===== src/rtl/filter_16b_4tap_m2_deconv_if.sv =====
// Stream bundle for the FIR deconvolver: filtered words in, recovered samples out,
// plus a history seed port.
interface filter_16b_4tap_m2_deconv_if #(
  parameter int DW = 16,
  parameter int OW = 20
);
  // Handshake: a word moves on a rising clock edge where valid && ready are both 1.
  // The sender holds valid and data stable until that edge; ready may depend on valid.
  logic              in_valid;
  logic              in_ready;
  logic [OW-1:0]     in_data;
  logic              seed_valid;
  logic [3*DW-1:0]   seed_data;
  logic              out_valid;
  logic              out_ready;
  logic [DW-1:0]     out_data;
  logic [4*DW-1:0]   out_window;

  modport master (
    output in_valid, in_data, seed_valid, seed_data, out_ready,
    input  in_ready, out_valid, out_data, out_window
  );

  modport slave (
    input  in_valid, in_data, seed_valid, seed_data, out_ready,
    output in_ready, out_valid, out_data, out_window
  );
endinterface


===== src/rtl/filter_16b_4tap_m2_deconv.sv =====
// Streaming inverse of the 4-tap FIR y = x + C1*x[n-1] + C2*x[n-2] + C3*x[n-3] (mod 2^OW).
// Recovers x[n] from y[n] and the three previously recovered samples.
module filter_16b_4tap_m2_deconv #(
  parameter int DW   = 16,
  parameter int OW   = 20,
  parameter int C1   = 2,
  parameter int C2   = 3,
  parameter int C3   = 4,
  parameter int CNTW = 16
) (
  input  logic                              clk,
  input  logic                              rst,
  filter_16b_4tap_m2_deconv_if.slave        bus,
  output logic [CNTW-1:0]                   sample_cnt
);

  localparam logic [0:0] ST_EMPTY = 1'b0;
  localparam logic [0:0] ST_FULL  = 1'b1;

  localparam logic [OW-1:0] K1 = OW'(C1);
  localparam logic [OW-1:0] K2 = OW'(C2);
  localparam logic [OW-1:0] K3 = OW'(C3);

  logic [0:0]      state;
  logic [DW-1:0]   h1, h2, h3;
  logic [DW-1:0]   out_data_q;
  logic [4*DW-1:0] out_window_q;
  logic [OW-1:0]   x_full;
  logic [DW-1:0]   x;
  logic            accept;

  // Low DW bits of the modular difference are exact because 2^DW divides 2^OW.
  assign x_full = bus.in_data - K1 * OW'(h1) - K2 * OW'(h2) - K3 * OW'(h3);
  assign x      = x_full[DW-1:0];

  assign bus.in_ready   = !rst && !bus.seed_valid && ((state == ST_EMPTY) || bus.out_ready);
  assign accept         = bus.in_valid && bus.in_ready;
  assign bus.out_valid  = (state == ST_FULL);
  assign bus.out_data   = out_data_q;
  assign bus.out_window = out_window_q;

  always_ff @(posedge clk) begin
    if (rst) begin
      state        <= ST_EMPTY;
      h1           <= '0;
      h2           <= '0;
      h3           <= '0;
      out_data_q   <= '0;
      out_window_q <= '0;
      sample_cnt   <= '0;
    end else begin
      // Seed and accept never coincide: in_ready is low while seeding.
      if (bus.seed_valid) begin
        h1         <= bus.seed_data[DW-1:0];
        h2         <= bus.seed_data[2*DW-1:DW];
        h3         <= bus.seed_data[3*DW-1:2*DW];
        sample_cnt <= '0;
      end else if (accept) begin
        h1         <= x;
        h2         <= h1;
        h3         <= h2;
        sample_cnt <= sample_cnt + CNTW'(1);
      end

      if (accept) begin
        out_data_q   <= x;
        out_window_q <= {h3, h2, h1, x};
        state        <= ST_FULL;
      end else if ((state == ST_FULL) && bus.out_ready) begin
        state        <= ST_EMPTY;
      end
    end
  end

endmodule


===== src/flat_wrapper.sv =====
// flat-port wrapper written by rule: the top's interface ports become plain ports
module filter_16b_4tap_m2_deconv_flat 
#(
  parameter int DW   = 16,
  parameter int OW   = 20,
  parameter int C1   = 2,
  parameter int C2   = 3,
  parameter int C3   = 4,
  parameter int CNTW = 16
)
  (clk, rst, sample_cnt, bus_in_valid, bus_in_data, bus_seed_valid, bus_seed_data, bus_out_ready, bus_in_ready, bus_out_valid, bus_out_data, bus_out_window);
  filter_16b_4tap_m2_deconv_if #(.DW(DW), .OW(OW)) bus_i ();
  input  logic clk;
  input  logic rst;
  output logic [CNTW-1:0] sample_cnt;
  input wire logic [$bits(bus_i.in_valid)-1:0] bus_in_valid;
  input wire logic [$bits(bus_i.in_data)-1:0] bus_in_data;
  input wire logic [$bits(bus_i.seed_valid)-1:0] bus_seed_valid;
  input wire logic [$bits(bus_i.seed_data)-1:0] bus_seed_data;
  input wire logic [$bits(bus_i.out_ready)-1:0] bus_out_ready;
  output wire logic [$bits(bus_i.in_ready)-1:0] bus_in_ready;
  output wire logic [$bits(bus_i.out_valid)-1:0] bus_out_valid;
  output wire logic [$bits(bus_i.out_data)-1:0] bus_out_data;
  output wire logic [$bits(bus_i.out_window)-1:0] bus_out_window;
  assign bus_i.in_valid = bus_in_valid;
  assign bus_i.in_data = bus_in_data;
  assign bus_i.seed_valid = bus_seed_valid;
  assign bus_i.seed_data = bus_seed_data;
  assign bus_i.out_ready = bus_out_ready;
  assign bus_in_ready = bus_i.in_ready;
  assign bus_out_valid = bus_i.out_valid;
  assign bus_out_data = bus_i.out_data;
  assign bus_out_window = bus_i.out_window;
  filter_16b_4tap_m2_deconv #(.DW(DW), .OW(OW), .C1(C1), .C2(C2), .C3(C3), .CNTW(CNTW)) u_core (.clk(clk), .rst(rst), .bus(bus_i), .sample_cnt(sample_cnt));
endmodule

===== config.mk =====
export PLATFORM = sky130hd
export DESIGN_NAME = filter_16b_4tap_m2_deconv_flat
export DESIGN_NICKNAME = d
export VERILOG_FILES = /design/src/rtl/filter_16b_4tap_m2_deconv_if.sv /design/src/rtl/filter_16b_4tap_m2_deconv.sv /design/src/flat_wrapper.sv
export SDC_FILE = /design/constraint.sdc
export NUM_CORES = 1
export LEC_CHECK = 0
export ABC_AREA = 1
export BUFFER_PORTS_ARGS = -buffer_cell sky130_fd_sc_hd__clkbuf_2
export CORE_ASPECT_RATIO = 0.8
export CORE_MARGIN = 4
export CORE_UTILIZATION = 54
export DETAILED_ROUTE_END_ITERATION = 6
export HOLD_SLACK_MARGIN = 0.08
export PLACE_DENSITY_LB_ADDON = 0.3
export SLEW_MARGIN = 20
export SYNTH_ARGS = -nofsm -noshare
export SYNTH_HDL_FRONTEND = slang
export SYNTH_SLANG_ARGS = --single-unit

===== constraint.sdc =====
create_clock -name clk -period 3.72 [get_ports clk]
set_input_delay 0.744 -clock clk [delete_from_list [all_inputs] [get_ports clk]]
set_output_delay 0.744 -clock clk [all_outputs]
set_load 0.02 [all_outputs]

# == Yosys cells after proc, flatten, opt, wreduce, memory -nomap -nowiden ==
# Cells that the tools add are included.
# word_totals
out_inout_bits,98
word_cells,31
ff_bits,145
# op_classes
n_mux,8
mul,1
bitwise,1
reduce_logical,10
addsub,4
# ops
op,count
16-bit two-way mux,6
16-bit subtractor,3
16-bit by 1-bit adder with 16-bit output (second input constant),1
2-bit by 16-bit multiplier with 16-bit output (first input constant),1
1-bit logical AND,4
2-bit nonzero test,2
1-bit zero test,2
1-bit two-way mux,2
2-bit OR reduction,1
1-bit logical OR,1
1-bit NOT,1

# == Logic depth before layout (Yosys ltp) ==
# logic_depth
ltp_word,6
ltp_mapped,19
ltp_nobuf,19

# == Worst setup path after synthesis ==
# Ideal clock, no wire load.
# synth_path
path_type,register to register
start,reg u_core.h2[7]
end,reg u_core.h1[11]
arrival_time_ns,3.062
path_buffers,0
stages_incl_launch_ff,16
setup_time_ns,0.130
period_less_slack_ns,3.192
t_required_ns,3.590
path_slack_ns,0.528
path_cell_list,dfxtp_1 -> inv_1 -> fa_1 -> inv_1 -> fa_1 -> fa_1 -> inv_1 -> ha_1 -> nand2_1 -> clkinv_1 -> nand2_1 -> or2_2 -> nand3_1 -> nand2_1 -> nand3_1 -> o21ai_0
# synth_between
elab_chain_len,5
# synth_lines
item,line,source
from (decl),filter_16b_4tap_m2_deconv.sv:25,"logic [DW-1:0] h1, h2, h3;"
from (signal assigned),filter_16b_4tap_m2_deconv.sv:55,h2 <= bus.seed_data[2*DW-1:DW];
2-bit by 16-bit multiplier with 16-bit output,filter_16b_4tap_m2_deconv.sv:33,assign x_full = bus.in_data - K1 * OW'(h1) - K2 * OW'(h2) - K3 * OW'(h3);
16-bit subtractor (2 in a row),filter_16b_4tap_m2_deconv.sv:33,
16-bit two-way mux,filter_16b_4tap_m2_deconv.sv:58,end else if (accept) begin
16-bit two-way mux,filter_16b_4tap_m2_deconv.sv:53,if (bus.seed_valid) begin
to (signal assigned),filter_16b_4tap_m2_deconv.sv:54,h1 <= bus.seed_data[DW-1:0];
to (decl),filter_16b_4tap_m2_deconv.sv:25,
# No other way between the ends. The select of a mux whose other input is x is not followed.
# A chain may end at the register's enable or synchronous reset.

# == Worst setup path in the final report ==
# layout_path
start,reg u_core.h2[8]
end,reg u_core.h1[11]
# The elaborated chain is that of the path after synthesis.

==> results.md <==
- Status: complete, no violations
- Power Total: 5520 uW
- Full die area: 15,000 sq um
- Util after Layout: 0.674
- Port bufs: 166
- Pwr Density: 639 nW/um^2
- GR Overflow Total: 0
- GP Congestion: 0.942
- TritonRoute pass-1 iters: 5
- Skew-Pair Late Insertion Delay: 0.41 ns
- Crit Path Max Fanout: 6
- Setup Buffers After CTS: 0
- Vias per cell: 5.01
- Critical path origin: u_core.h2[8]
- Synthesized cell area: 7060 sq um
- Seq/Total Area, Yosys: 0.366
- Total GRT Usage: 0.247
- Clock power frac: 0.336
- Internal power: 3460 uW
- Critical Path RT: 3.98 ns
- NetSw: 2060 uW
- Width of the die: 136 um
- VDD IR max: 0.375 mV
- Top cell by count, worst path: inv_1
- Synth Warn #: 0
- Share of power burned in combinational logic: 0.382
- DR WL/cell: 14.3 um
- Critical R2R Launch: u_core.h2[8]
- Mapped Nets: 1,093
- Area Overhead vs Synth: 22.4%
- Post-Syn Instances: 959
- Final setup viols: 0
- Root buffer cell: clkbuf_16
- Crit Path Class: reg2reg
- Initial core utilization: 0.551
- Post-CTS Hold Buffers: 0
- Library cells used by synthesis: 32
- Top FF cell, synth: dfxtp_1
- First-pass GRT wire length: 29,000 um
- Std cell rows: 37
- Fin crit period: 3.54 ns
- Sequential power share: 0.282
- Worst slew pin tran: 0.809 ns
- Async SR Flop Fraction: 0
- Drt total wl: 18,400 um
- Pins over their slew limit: 0
- Hold Crit Class: reg2reg
- Diode count: 0
- Ranking of synthesized cells by area: dfxtp_1, nand2_1, fa_1
- Max Clk Rate: 283 MHz
- Ratio of cells with drive above 1 in the final layout: 0.211
- Worst Hold Launch: u_core.h3[5]
- Critical-path top delay cell: fa_1
- Num CTS Buffers: 17
- FILL cells: 1,112
- Pre-CTS WS: 0.123 ns
- CTS tree: yes
- Nets@finish: 1,235
- Final Hold Viols: 0
- DRT antenna net count: 0
- Crit path largest cell delay: 0.51 ns
- Pleak: 0.00415 uW
- Vias in the first global route: 5,970
- Startpoint Class: flop
- Antenna violations before repair: 0
- EDFF count, synth: 0
- Cell taking the most area after synthesis: dfxtp_1
- Net Sw Frac: 0.373
- CTS clk-pin slew, worst paths: 0.06 ns
- DP HPWL: 13,400 um
- Top cells by count, synth: nand2_1, inv_1, dfxtp_1
- Clock Sinks: 129
- Crit path DAT: 3.80 ns
- Hold Worst Slack: 0.459 ns
- I/O pins: 171
- Crit share post-route: 0.951
- Die Span Y: 110 um
- Max Cap Violations: 0
- Largest net degree at the start of global routing: 84
- Core Area: 12,800 sq um
- Setup TNS: 0 ns
- Synth top area share: 0.366
- CP Capture Type: flop
- Max clock buf depth: 2
- Crit path cell chain: inv_1, fa_1, inv_1, fa_1, fa_1, inv_1, ha_2, nand2_1, inv_1, nand2_1, or2_2, nand3_1, nand2_1, nand3_1, o21ai_0
- H-tree depth: 4
- Worst Clk Skew: 0.0104 ns
- Worst slew margin: 0.461
- DR DRC count: 0
- Yosys reg bits: 129
- Vias: 6,459
- Avg Cell Area, Syn: 7.36 sq um
- Detailed Route Iter0 Violations: 497
- Top-count cell post-synth: nand2_1
- Final worst setup slack: 0.182 ns
==> cells by family after synthesis <==
kind of cell	synth area share
adder cells (fa/ha/maj)	0.151
AND/OR/NAND/NOR	0.180
AO/OA/AOI/OAI	0.154
XOR/XNOR	0.00868
flip-flops	0.366
buffers and inverters	0.141
==> layer usage <==
layer  vias up  global-route usage  part of all wire
li1       3261                   -                 -
met4         0              0.0935             0.019
met1      2951               0.333              0.44
met2       221               0.404              0.47
met5         -                   0                 0
met3        26              0.0395             0.066
==> final cells by class <==
cell class,instances,area [sq um],share of cell area
Multi-Input combinational cell,586,3540,0.410
Sequential cell,129,2590,0.299
Clock inverter,14,228,0.0264
Clock buffer,18,429,0.0497
Inverter,191,717,0.0830
Tap cell,175,219,0.0253
Timing Repair Buffer,176,921,0.107
==> critical path, delay by kind of cell, from the launching register on <==
kind            cells  cell delay, ns
buf+inv             4            0.31
compound gates      1            0.10
fa+ha+maj           4            1.84
simple gates        6            0.74
flops               1            0.39
==> placed cells by master (no fill, tap or decap), drive strengths merged <==
cell type  instances
xnor2              1
bufinv             5
and3               2
nand4              7
nor2              16
o21a               2
clkbuf           183
xor2               6
inv              193
buf               11
ha                21
a22o               6
or2                1
nand3             22
a211oi             1
a21oi             99
clkinv             4
nand2            248
clkinvlp           3
nand3b             6
o21ai             94
fa                40
nor3               7
dfxtp            129
a31oi              6
a21o               1
==> timing repair <==
item / 4_1_cts / 5_1_grt
resized for setup: 0 / 19
hold endpoints to repair: 0 / 0
endpoints found under the setup margin: 0 / 15
==> registers in the layout, indices dropped and copies added (netlist names) <==
register,flops
u_core.bus.out_window,64
u_core.h1,16
u_core.h2,16
u_core.h3,16
u_core.sample_cnt,16
u_core.bus.out_valid,1
==> metrics by stage <==
stage	cell area [sq um]	std cells
floorplan	7060	959
global placement	7920	1257
detailed placement	7920	1257
CTS	8580	1289
global route	8640	1289
finish	8640	1289
==> power by group through the flow <==
stage	clock, uW	sequential (uW)	combinational (uW)
3_3_place_gp	0	1580	1930
5_1_grt	1930	1570	2410
2_1_floorplan	0	1620	1490
3_5_place_dp	0	1590	1970
4_1_cts	1880	1560	1990
6_report	1850	1560	2110
==> worst paths after layout <==
path | end | cells after the start | slack [ns]
max | u_core.h1[11] | 15 | 0.18
min | u_core.bus.out_window[53] | 2 | 0.46
max reg2reg | u_core.h1[11] | 15 | 0.18
min reg2reg | u_core.bus.out_window[53] | 2 | 0.46
No activity file was read; power rests on OpenSTA's default activity.
